===== config.mk =====
export PLATFORM = sky130hd
export DESIGN_NAME = bf16_div
export DESIGN_NICKNAME = d
export VERILOG_FILES = /design/src/rtl/bf16_pkg.sv /design/src/rtl/bf16_div_round.sv /design/src/rtl/bf16_div.sv
export SDC_FILE = /design/constraint.sdc
export NUM_CORES = 1
export LEC_CHECK = 0
export BUFFER_PORTS_ARGS = -buffer_cell sky130_fd_sc_hd__buf_2
export CORE_ASPECT_RATIO = 1.2
export CORE_MARGIN = 4
export CORE_UTILIZATION = 54
export CTS_CLUSTER_DIAMETER = 50
export DETAILED_ROUTE_END_ITERATION = 12
export HOLD_SLACK_MARGIN = 0.1
export MAX_ROUTING_LAYER = met4
export PLACE_DENSITY = 0.88
export SYNTH_ARGS = -nofsm -noshare
export SYNTH_HDL_FRONTEND = slang
export SYNTH_SLANG_ARGS = --single-unit
export TNS_END_PERCENT = 30

===== constraint.sdc =====
create_clock -name clk -period 2.6 [get_ports clk]
set_input_delay 0.39 -clock clk [delete_from_list [all_inputs] [get_ports clk]]
set_output_delay 0.39 -clock clk [all_outputs]
set_load 0.05 [all_outputs]

===== src/rtl/bf16_pkg.sv =====
// Shared BFloat16 operand format, constants and classification helpers.
// Used by the divider, the adder and the benches.
package bf16_pkg;

    typedef struct packed {
        logic       s;
        logic [7:0] e;
        logic [6:0] m;
    } bf16_t;

    localparam int         BIAS    = 127;
    localparam logic [7:0] EXP_MAX = 8'hFF;
    localparam logic [6:0] QNAN_M  = 7'h40;

    typedef enum logic [1:0] {
        S_IDLE,
        S_DIV,
        S_ROUND,
        S_DONE
    } div_state_e;

    // Denormals are flushed, so a zero exponent alone means zero.
    function automatic logic is_zero(input bf16_t x);
        return x.e == 8'h00;
    endfunction

    function automatic logic is_inf(input bf16_t x);
        return (x.e == EXP_MAX) && (x.m == 7'h00);
    endfunction

    function automatic logic is_nan(input bf16_t x);
        return (x.e == EXP_MAX) && (x.m != 7'h00);
    endfunction

endpackage


===== src/rtl/bf16_div_round.sv =====
// Round-to-nearest-even of the raw quotient plus final overflow/underflow
// clamping into a packed bf16 result.
module bf16_div_round
    import bf16_pkg::*;
#(
    parameter int ITER = 10
) (
    input  logic [ITER-1:0]   q_i,
    input  logic              sticky_i,
    input  logic signed [9:0] exp_i,
    input  logic              sign_i,
    output bf16_t             res_o
);

    logic              low_sticky;
    logic              lsb;
    logic              guard;
    logic              rnd;
    logic              sticky;
    logic              round_up;
    logic [8:0]        sig_inc;
    logic [6:0]        frac;
    logic signed [9:0] exp_adj;

    // Quotient bits below the round bit only exist when ITER is widened.
    generate
        if (ITER > 10) begin : g_low
            assign low_sticky = |q_i[ITER-11:0];
        end else begin : g_no_low
            assign low_sticky = 1'b0;
        end
    endgenerate

    always_comb begin
        lsb      = q_i[ITER-8];
        guard    = q_i[ITER-9];
        rnd      = q_i[ITER-10];
        sticky   = sticky_i | low_sticky;
        round_up = guard & (rnd | sticky | lsb);
        sig_inc  = {1'b0, q_i[ITER-1 -: 8]} + {8'h00, round_up};

        // A carry out of 1.1111111 renormalises to 1.0000000 one binade up.
        if (sig_inc[8]) begin
            frac    = sig_inc[7:1];
            exp_adj = exp_i + 10'sd1;
        end else begin
            frac    = sig_inc[6:0];
            exp_adj = exp_i;
        end

        if (exp_adj >= 10'sd255) begin
            res_o = {sign_i, EXP_MAX, 7'h00};
        end else if (exp_adj <= 10'sd0) begin
            res_o = {sign_i, 8'h00, 7'h00};
        end else begin
            res_o = {sign_i, exp_adj[7:0], frac};
        end
    end

endmodule


===== src/rtl/bf16_div.sv =====
// Iterative bf16 divider: restoring division, one quotient bit per cycle,
// valid/ready on both sides, one operation in flight.
module bf16_div
    import bf16_pkg::*;
#(
    parameter int ITER = 10
) (
    input  logic       clk,
    input  logic       rst,
    input  logic       valid_i,
    output logic       ready_o,
    input  logic       sa_i,
    input  logic [7:0] ea_i,
    input  logic [6:0] ma_i,
    input  logic       sb_i,
    input  logic [7:0] eb_i,
    input  logic [6:0] mb_i,
    output logic       valid_o,
    input  logic       ready_i,
    output logic       s_o,
    output logic [7:0] e_o,
    output logic [6:0] m_o
);

    div_state_e        state_q, state_d;
    logic [3:0]        cnt_q, cnt_d;
    logic [9:0]        rem_q, rem_d;
    logic [7:0]        div_q, div_d;
    logic [ITER-1:0]   q_q, q_d;
    logic signed [9:0] exp_q, exp_d;
    logic              sign_q, sign_d;
    bf16_t             res_q, res_d;

    bf16_t             a_in;
    bf16_t             b_in;
    bf16_t             rnd_res;
    logic              sign_in;
    logic              adj;
    logic              is_qnan;
    logic              is_inf_res;
    logic              is_zero_res;
    logic [9:0]        rem_diff;
    logic              q_bit;
    logic signed [9:0] exp_in;

    assign a_in = {sa_i, ea_i, ma_i};
    assign b_in = {sb_i, eb_i, mb_i};

    always_comb begin
        sign_in     = sa_i ^ sb_i;
        is_qnan     = is_nan(a_in) | is_nan(b_in)
                    | (is_zero(a_in) & is_zero(b_in))
                    | (is_inf(a_in) & is_inf(b_in));
        is_inf_res  = is_inf(a_in) | is_zero(b_in);
        is_zero_res = is_zero(a_in) | is_inf(b_in);
        // Pre-shifting the smaller dividend keeps the quotient in [1,2).
        adj         = ma_i < mb_i;
        exp_in      = $signed({2'b00, ea_i}) - $signed({2'b00, eb_i})
                    + 10'(BIAS) - $signed({9'b0, adj});
    end

    always_comb begin
        if (rem_q >= {2'b00, div_q}) begin
            rem_diff = rem_q - {2'b00, div_q};
            q_bit    = 1'b1;
        end else begin
            rem_diff = rem_q;
            q_bit    = 1'b0;
        end
    end

    bf16_div_round #(
        .ITER(ITER)
    ) u_round (
        .q_i     (q_q),
        .sticky_i(|rem_q),
        .exp_i   (exp_q),
        .sign_i  (sign_q),
        .res_o   (rnd_res)
    );

    always_comb begin
        state_d = state_q;
        cnt_d   = cnt_q;
        rem_d   = rem_q;
        div_d   = div_q;
        q_d     = q_q;
        exp_d   = exp_q;
        sign_d  = sign_q;
        res_d   = res_q;

        case (state_q)
            S_IDLE: begin
                if (valid_i) begin
                    sign_d = sign_in;
                    if (is_qnan) begin
                        res_d   = {1'b0, EXP_MAX, QNAN_M};
                        state_d = S_DONE;
                    end else if (is_inf_res) begin
                        res_d   = {sign_in, EXP_MAX, 7'h00};
                        state_d = S_DONE;
                    end else if (is_zero_res) begin
                        res_d   = {sign_in, 8'h00, 7'h00};
                        state_d = S_DONE;
                    end else begin
                        div_d   = {1'b1, mb_i};
                        rem_d   = adj ? {1'b0, 1'b1, ma_i, 1'b0} : {2'b00, 1'b1, ma_i};
                        exp_d   = exp_in;
                        q_d     = '0;
                        cnt_d   = '0;
                        state_d = S_DIV;
                    end
                end
            end
            S_DIV: begin
                rem_d = rem_diff << 1;
                q_d   = {q_q[ITER-2:0], q_bit};
                cnt_d = cnt_q + 4'd1;
                if (cnt_q == 4'(ITER - 1)) begin
                    state_d = S_ROUND;
                end
            end
            S_ROUND: begin
                res_d   = rnd_res;
                state_d = S_DONE;
            end
            S_DONE: begin
                if (ready_i) begin
                    state_d = S_IDLE;
                end
            end
            default: begin
                state_d = S_IDLE;
            end
        endcase
    end

    always_ff @(posedge clk or posedge rst) begin
        if (rst) begin
            state_q <= S_IDLE;
            cnt_q   <= '0;
            rem_q   <= '0;
            div_q   <= '0;
            q_q     <= '0;
            exp_q   <= '0;
            sign_q  <= 1'b0;
            res_q   <= '0;
        end else begin
            state_q <= state_d;
            cnt_q   <= cnt_d;
            rem_q   <= rem_d;
            div_q   <= div_d;
            q_q     <= q_d;
            exp_q   <= exp_d;
            sign_q  <= sign_d;
            res_q   <= res_d;
        end
    end

    assign ready_o = (state_q == S_IDLE);
    assign valid_o = (state_q == S_DONE);
    assign s_o     = res_q.s;
    assign e_o     = res_q.e;
    assign m_o     = res_q.m;

endmodule


# Word-level counts from Yosys, hierarchy flattened
# Index checks and enable logic that the tools add are counted.
dict set report classes {
  reduce_logical 19
  mux 34
  n_addsub 7
  bitwise 14
  n_lt_le_gt_ge 4
  eq_ne 13
}
# operator n
set ops {}
lappend ops {{2-to-1 mux 10 bit} 9}
lappend ops {{2-to-1 mux 16 bit} 4}
lappend ops {{case mux 10 bit (2 select lines)} 2}
lappend ops {{case mux 16 bit (2 select lines)} 1}
lappend ops {{2-to-1 mux 15 bit} 2}
lappend ops {{2-to-1 mux 9 bit} 2}
lappend ops {{equality test 8 bit, second input constant} 2}
lappend ops {{logical NOT 8 bit} 2}
lappend ops {{2-to-1 mux 4 bit} 4}
lappend ops {{logical NOT 7 bit} 2}
lappend ops {{nonzero test 7 bit} 2}
lappend ops {{2-to-1 mux 2 bit} 6}
lappend ops {{adder 10 x 2 -> 10 bit, second input constant} 1}
lappend ops {{adder 9 x 8 -> 10 bit, second input constant} 1}
lappend ops {{greater-or-equal comparator 10 x 8 -> 1 bit} 1}
lappend ops {{greater-or-equal comparator 10 x 9 -> 1 bit, second input constant} 1}
lappend ops {{<= comparator 10 x 1 -> 1 bit, second input constant} 1}
lappend ops {{!= test 2 bit, second input constant} 5}
lappend ops {{AND reduction 5 bit} 2}
lappend ops {{OR reduction 10 bit} 1}
lappend ops {{subtractor 10 x 2 -> 10 bit} 1}
lappend ops {{adder 8 x 1 -> 9 bit} 1}
lappend ops {{subtractor 8 x 8 -> 9 bit} 1}
lappend ops {{subtractor 9 x 8 -> 9 bit} 1}
lappend ops {{other kinds (20)} 36}
dict set report totals {
  inputBits 36
  word_cells 101
  out_inout_bits 18
  reg_bits 61
}

# Depth between registers and ports, before layout
# Gate-level depths: netlist of the first run.
dict set report depth {
  ltp_word 10
  ltp_mapped 18
  ltp_nobuf 17
}

# Modules after synthesis
# From an unflattened synthesis of the first run, not the netlist that was laid out.
dict set report unflattened {
  hier_cells 561
  area_unflattened_um2 4675.7
}
# module seq_area_each_um2 cells_each instances area_per_inst_um2
set modules_own_cells {}
lappend modules_own_cells {bf16_div 1526.5 464 1 4081.4}
lappend modules_own_cells {bf16_div_round 0.0 97 1 594.3}

# Worst setup path after synthesis of the first run
# Ideal clock, no wire load.
dict set report synth_path {
  path_type {input port to flip-flop}
  startpoint {input port mb_i[2]}
  endpoint {register exp_q[9]}
  n_path_buf 1
  setup_time_ns 0.122
  setup_slack_ns -0.572
  arrival_time_ns 3.050
  stages 18
  t_required_ns 2.478
  path_cell_list {inv_1 > ha_1 > nand2_1 > o21ai_0 > a31oi_1 > o21ai_0 > buf_1 > ha_1 > ha_1 > inv_1 > fa_1 > nor2b_1 > o21ai_0 > nand2b_1 > a21o_1 > a21o_1 > nand2_1 > a32o_1}
}
dict set report synth_between {
  elab_chain_cells 7
  word_cells_on_any_way 14
  cone_classes {1 x add/sub; 1 x order compare; 7 x bitwise; 5 x reduce/logical}
}
# item line_no
set synth_rtl {}
lappend synth_rtl {{from (decl)} bf16_div.sv:17} ;# input logic [6:0] mb_i,
lappend synth_rtl {{branches (longest 7 deep; another with subtractor 10 x 2 -> 10 bit)} n/a}
lappend synth_rtl {{to (signal assigned)} bf16_div.sv:154} ;# exp_q <= exp_d;
lappend synth_rtl {{to (decl)} bf16_div.sv:30} ;# logic signed [9:0] exp_q, exp_d;
# Parallel ways; which one is timed is not known.
# A chain may end at the register's enable or synchronous reset.

# Worst setup path in the final report of the first run
dict set report layout_path {
  startpoint {input port ea_i[0]}
  endpoint {register exp_q[8]}
}
dict set report layout_between {
  elab_chain_cells 7
  word_cells_on_any_way 18
  cone_classes {3 x add/sub; 1 x eq/ne; 10 x bitwise; 4 x reduce/logical}
}
# item line_no
set layout_rtl {}
lappend layout_rtl {{from (decl)} bf16_div.sv:13} ;# input logic [7:0] ea_i,
lappend layout_rtl {{branches (longest 7 deep; another with adder 9 x 8 -> 10 bit)} n/a}
# Parallel ways; which one is timed is not known.

==> results.toml, run 1 <==
[run_status]
status = "finished with violations"
violations = "negative setup slack"

[final_layout]
drive_above_1_share = 0.3368
antenna_cells = 0
fillers = 554
seqCellArea_um2 = 1529
areaGrowthSynthToFinish_pct = 34.15
multiInputGateArea_um2 = 3212
final_net_count = 743
fin_area_um2 = 6178

[floorplanning]
dieWidth_um = 92.31
die_area_um2 = 10080
ios = 54
rows = 36
start_util = 0.5618
die_h_um = 109.2
core_um2 = 8198

[sta]
period_share = 1.009
fin_crit_ns = 2.624
setup_viol = 1
setup_slack_ns = -0.02383
maxSlewHeadroom = 0.5791
clock.fmax_ghz = 0.3811
hold_viol = 0
worst_pin_slew_ns = 0.6291
rsz0062_at_grt = "true"
maxSlewViolCount = 0
worst_clock_skew_ns = 0.008012

[synthesis]
ys_seq_area_frac = 0.3314
synthCells = 539
yosys_warnings = 0
synth_commonest_cells = "nand2_1 (74), dfrtp_1 (61), o21ai_0 (48)"
synth_area_leaders = "dfrtp_1 (33%), ha_1 (10%), nand2_1 (6.0%), o21ai_0 (5.2%), inv_1 (3.7%)"
synth.most_common_cell = "nand2_1"
synth_nets = 616
ys_ff_latch = 61
synthArstFlopShare = 1.000
synth_top_flop_cell = "dfrtp_1"
avgSynthCellArea_um2 = 8.545
yosys.area.top_type = "dfrtp_1"
syn-cell-area_um2 = 4606
synth_enable_flop_cells = 0
synth_top_area_share = 0.3314
ys_types = 58

[cts]
clk_latency_ns = 0.35
clock_sinks = 61
cts_made_buffers = 9
cts_tree = "done"
clockBufferDepth = 2
root_buffer = "clkbuf_8"
cts.reportedPaths.clkPinSlew_ns = 0.07
cts.htree.levels = 3

[route]
num_vias = 4638
final_antenna_net_count = 0
totalWireLength_um = 13150
wl_per_cell_um = 16.75
drt_iter0_drc = 304
viasPerCell = 5.908
drc = 0
drt-pass1-iter-count = 5

[global_routing]
grt_pass1_wl_um = 19980
grt_start_max_net_pins = 28
grt_pass1_vias = 4546
antenna_found_initial = 0
grt_overflow = 0
grt_usage = 0.2544

[critical_path]
worst-setup-path-type = "in -> reg"
worstSetupStartpointType = "input port"
required_ns = 2.87
worstSetupEndpointType = "register"
crit_arrival_ns = 2.90
rr_worst_depth = 10
cp_max_fo = 3

[placement]
place_congestion = 0.9101
io_buffers = 53
dpl_cell_area_um2 = 5633
dp_hpwl_um = 9355
place_ws_ns = -0.3864

[power_and_ir_drop]
p_per_area_nw_per_um2 = 1079
peakVddDrop_mv = 0.6247
leakagePower_nw = 2.852

[flow_run]
cap_viol_max_count = 0

[hold_path]
hold_path_depth = 3
hold_path.class = "in -> reg"
per-layer routing:
metal | part of all wire | GRT usage | wire (um) | up-vias
li1 | - | - | - | 2194
met1 | 0.41 | 0.2822 | 5325 | 2229
met2 | 0.51 | 0.4484 | 6769 | 172
met3 | 0.047 | 0.03658 | 620 | 43
met4 | 0.033 | 0.1253 | 433 | 0
met5 | 0 | - | 0 | -
critical path, stage by stage:
cell and delay, ns:
buf_12 0.11, inv_12 0.04, ha_4 0.12, inv_2 0.04
fa_2 0.33, a21o_1 0.20, a21oi_2 0.18, o21ai_2 0.10
or2_4 0.28, xor2_4 0.19, inv_2 0.06, ha_4 0.28
nor3_2 0.04, nor2_1 0.12, o41ai_2 0.10, xor2_1 0.17
o21ai_1 0.13
timing repair:
item	CTS	global route
gates cloned	0	0
pin swaps	3	32
endpoints found under the setup margin	19	26
setup buffers	1	5
hold endpoints to repair	22	0
hold buffers	1	0
gates resized for setup	11	51
sequential cells by signal (all words and copies together) (netlist names):
| signal | count |
|---|---|
| state_q | 2 |
| s_o | 1 |
| q_q | 10 |
| cnt_q | 4 |
| exp_q | 10 |
| m_o | 7 |
| e_o | 8 |
| div_q | 8 |
| rem_q | 10 |
| sign_q | 1 |
through the flow:
stage                 util  TNS (ns)  total power, mW  cells  hold WS, ns
floorplan                -   -0.8770            4.245    539       0.4175
detailed placement  0.6871    -3.192            5.330    763       0.4332
global placement    0.6871    -1.586            5.155    763       0.4291
finish              0.7537  -0.02383            6.666    785       0.3782
CTS                 0.7190  -0.05793            6.175    781       0.3697
global route        0.7537   -0.4643            7.133    785       0.4057
kinds of logic after synthesis:
family / after synthesis / synth area share
XOR/XNOR: 28 / 0.05325
flip-flops: 61 / 0.3314
adder cells (fa/ha/maj): 41 / 0.1163
AO/OA/AOI/OAI: 142 / 0.2086
multiplexers: 15 / 0.03396
buffers and inverters: 67 / 0.05949
AND/OR/NAND/NOR: 185 / 0.1970
where the power goes:
| part | switching (mW) | total [mW] | internal, mW | leakage [nW] |
|---|---|---|---|---|
| Combinational | 2.43 | 4.26 | 1.83 | 2.00 |
| Sequential | 0.324 | 1.62 | 1.29 | 0.772 |
| Clock | 0.388 | 0.782 | 0.395 | 0.0836 |
| Total | 3.15 | 6.67 | 3.52 | 2.85 |
final timing paths:
kind                           from       end  slack [ns]
max                         ea_i[0]  exp_q[8]       -0.02
min                         mb_i[5]  div_q[5]        0.38
max reg2reg                rem_q[0]  rem_q[6]        0.07
min reg2reg                div_q[7]  div_q[7]        0.46
max in group asynchronous       rst  div_q[0]        1.31
min in group asynchronous       rst    e_o[1]        0.59
final cells by class:
class	count	area share
tap	114	0.02309
sequential	61	0.2475
inverter	45	0.02936
multi-input combinational	411	0.5198
clock inverter	5	0.005670
clock buffer	11	0.02450
timing repair buffer	138	0.1501
layout by cell type (no fill, tap or decap), types with 5 or more instances in the layout:
| master | instances |
|---|---|
| xnor2_1 | 13 |
| o21a_1 | 8 |
| ha_1 | 24 |
| o21ai_0 | 37 |
| clkbuf_8 | 11 |
| o221a_1 | 7 |
| nand3_1 | 10 |
| buf_2 | 51 |
| nand2_1 | 74 |
| mux2i_1 | 10 |
| o21ai_1 | 10 |
| nand4_1 | 7 |
| dfrtp_1 | 59 |
| buf_4 | 84 |
| nor4_1 | 11 |
| mux2_2 | 5 |
| a211oi_1 | 5 |
| ha_4 | 13 |
| inv_2 | 9 |
| xor2_1 | 9 |
| nor3_1 | 9 |
| a21oi_1 | 17 |
| nor2_1 | 38 |
| a21o_1 | 11 |
| inv_1 | 35 |
No activity file was read; power rests on OpenSTA's default activity.
==> inputs of run 2 (changes only) <==
--- a/config.mk
+++ b/config.mk
@@ -9,7 +9,6 @@
 export CORE_ASPECT_RATIO = 1.2
 export CORE_MARGIN = 4
 export CORE_UTILIZATION = 54
-export CTS_CLUSTER_DIAMETER = 50
 export DETAILED_ROUTE_END_ITERATION = 12
 export HOLD_SLACK_MARGIN = 0.1
 export MAX_ROUTING_LAYER = met4
==> constraint.sdc (replaced) <==
create_clock -name clk -period 2.15 [get_ports clk]
set_input_delay 0.3225 -clock clk [delete_from_list [all_inputs] [get_ports clk]]
set_output_delay 0.3225 -clock clk [all_outputs]
set_load 0.05 [all_outputs]
==> run 2 against run 1 <==
Effect of this change:
- critical path depth fell by 1
- largest power group unchanged
- global-route usage rose by 6.3 points
- sequential share of layout area decreased by 1.8 points
- register-to-register slack lost 0.49 ns
- first-iteration DRC count is 63% higher
- setup slack got worse by 0.45 ns
- the run still ends with negative setup slack left
==> results.toml, run 2 (synthesis gave the netlist of run 1 again) <==
[hold_path]
min_to = "div_q[2]"
hold_path.class = "in -> reg"
min_from = "mb_i[2]"
hold_path_depth = 3

[flow_run]
cap_viol_max_count = 0

[critical_path]
worstSetupEndpointType = "register"
worstPathCellList = "buf_2 -> inv_2 -> ha_1 -> a21o_1 -> a21o_1 -> buf_4 -> xor2_2 -> inv_2 -> ha_4 -> nor2b_2 -> o21ai_2 -> nand2b_1 -> a21o_1 -> a21o_1 -> xnor2_1 -> o21ai_1"
rr_worst_depth = 10
worst-setup-path-type = "in -> reg"
r2r_end = "m_o[6]"
critPathSlowestCell = "ha_1"
slowest_delay_ns = 0.27
cp_common_cell = "a21o_1"
worstSetupStartpointType = "input port"
r2r_start = "exp_q[0]"
cp_max_fo = 3
cp_top_family = "compound AO/OA/AOI/OAI gates"
required_ns = 2.38
reg2reg_slack_ns = -0.42
worst-path-buf-inv = 4
crit_arrival_ns = 2.85

[floorplanning]
core_um2 = 8198
start_util = 0.5618
dieWidth_um = 92.31
ios = 54
rows = 36
die_area_um2 = 10080
die_h_um = 109.2

[route]
wl_per_cell_um = 19.54
drt-pass1-iter-count = 6
totalWireLength_um = 16360
drt_iter0_drc = 494
num_vias = 5224
viasPerCell = 6.241
drc = 0
final_antenna_net_count = 0

[power_and_ir_drop]
p_per_area_nw_per_um2 = 1400
peakVddDrop_mv = 0.9106
leakagePower_nw = 3.174

[sta]
hold_viol = 0
period_share = 1.218
worst_pin_slew_ns = 0.5596
hold_slack_ns = 0.2412
rsz0062_at_grt = "true"
setup_slack_ns = -0.4696
tns_ns = -8.873
maxSlewViolCount = 0
worst_clock_skew_ns = 0.01156
clock.fmax_ghz = 0.3817
maxSlewHeadroom = 0.6255
fin_crit_ns = 2.620
setup_viol = 29

[global_routing]
grt_usage = 0.3177
antenna_found_initial = 0
grt_start_max_net_pins = 45
grt_pass1_wl_um = 24730
grt_overflow = 0
grt_pass1_vias = 5264

[cts]
clock_sinks = 61
cts.reportedPaths.clkPinSlew_ns = 0.08
cts_tree = "done"
root_buffer = "clkbuf_8"
cts.htree.levels = 3
cts_made_buffers = 9
clockBufferDepth = 2
clk_latency_ns = 0.36

[final_layout]
antenna_cells = 0
final_cell_mix = "buf_4 (131), nand2_1 (73), dfrtp_1 (61)"
top_regs = "exp_q x10, q_q x10, rem_q x10"
final_common_cell = "buf_4"
areaGrowthSynthToFinish_pct = 44.69
final_net_count = 795
drive_above_1_share = 0.3997
fillers = 477

[placement]
place_congestion = 0.9707
dp_hpwl_um = 10240
io_buffers = 53

[run_status]
status = "finished with violations"
violations = "negative setup slack"
==> run 2: cell count changes in the layout (fill, tap and decap cells not counted), moves of 3 or more <==
cell      delta
a221oi_2     +3
buf_4       +47
buf_6        +4
o21ai_0      -4
o21ai_2      +4
xnor2_1      -3
xnor2_2      +4
==> run 2: repair_timing <==
action                                  CTS  global route
buffers inserted                          9             2
gates cloned                              0             0
pin swaps                                31            13
hold buffers                              1             0
gates resized for setup                  40            20
endpoints found under the setup margin   30            32
endpoints found under the hold margin    17             0
==> run 2: worst reg2reg max path, stage by stage, from the launching register on <==
cell	delay, ns
dfrtp_1	0.49
ha_1	0.27
buf_4	0.17
xnor2_2	0.19
nor4b_4	0.34
o21ai_1	0.09
and4bb_4	0.31
buf_4	0.12
nor4_4	0.03
buf_4	0.16
a221o_1	0.30
==> run 2: layer usage <==
metal,track usage,up-vias,wire (um)
li1,-,2298,-
met1,0.3297,2471,5799
met2,0.5604,327,8196
met3,0.05728,128,1167
met4,0.1921,0,1194
met5,-,-,0
==> run 2: power by group <==
part / leakage (nW) / switching, mW / internal, mW / total (mW)
clock network: 0.0943 / 0.498 / 0.562 / 1.06
registers: 0.774 / 0.356 / 1.56 / 1.92
logic: 2.31 / 3.56 / 2.80 / 6.36
==> run 2: worst max path at each step <==
stage	start	cells after the start	slack, ns	end
after global placement	mb_i[2]	18	-0.75	exp_q[9]
final	eb_i[1]	16	-0.47	exp_q[7]
after CTS	q_q[1]	9	-0.37	e_o[6]
after global routing	eb_i[1]	16	-0.57	exp_q[7]
after floorplan	ea_i[0]	14	-0.49	exp_q[8]
after detailed placement	mb_i[2]	18	-0.86	exp_q[9]
==> run 2: through the flow <==
stage | power [mW] | std cells | worst slack (ns) | instance area, um^2 | util
floorplan | 5.306 | 539 | -0.4946 | 4862 | -
global placement | 6.979 | 810 | -0.7492 | 6125 | 0.7471
detailed placement | 7.279 | 810 | -0.8574 | 6125 | 0.7471
CTS | 8.665 | 836 | -0.3707 | 6550 | 0.7990
global route | 9.819 | 837 | -0.5700 | 6664 | 0.8129
finish | 9.332 | 837 | -0.4696 | 6664 | 0.8129
==> run 2: area by class of cell <==
cell class              instances  area [um^2]  area share
inverters                      45        183.9     0.02760
flip-flops and latches         61         1526      0.2291
multi-input cells             411         3241      0.4863
clock buffers                  10        137.6     0.02065
repair buffers                190         1370      0.2056
clock inverters                 6        62.56    0.009388
well taps                     114        142.6     0.02140
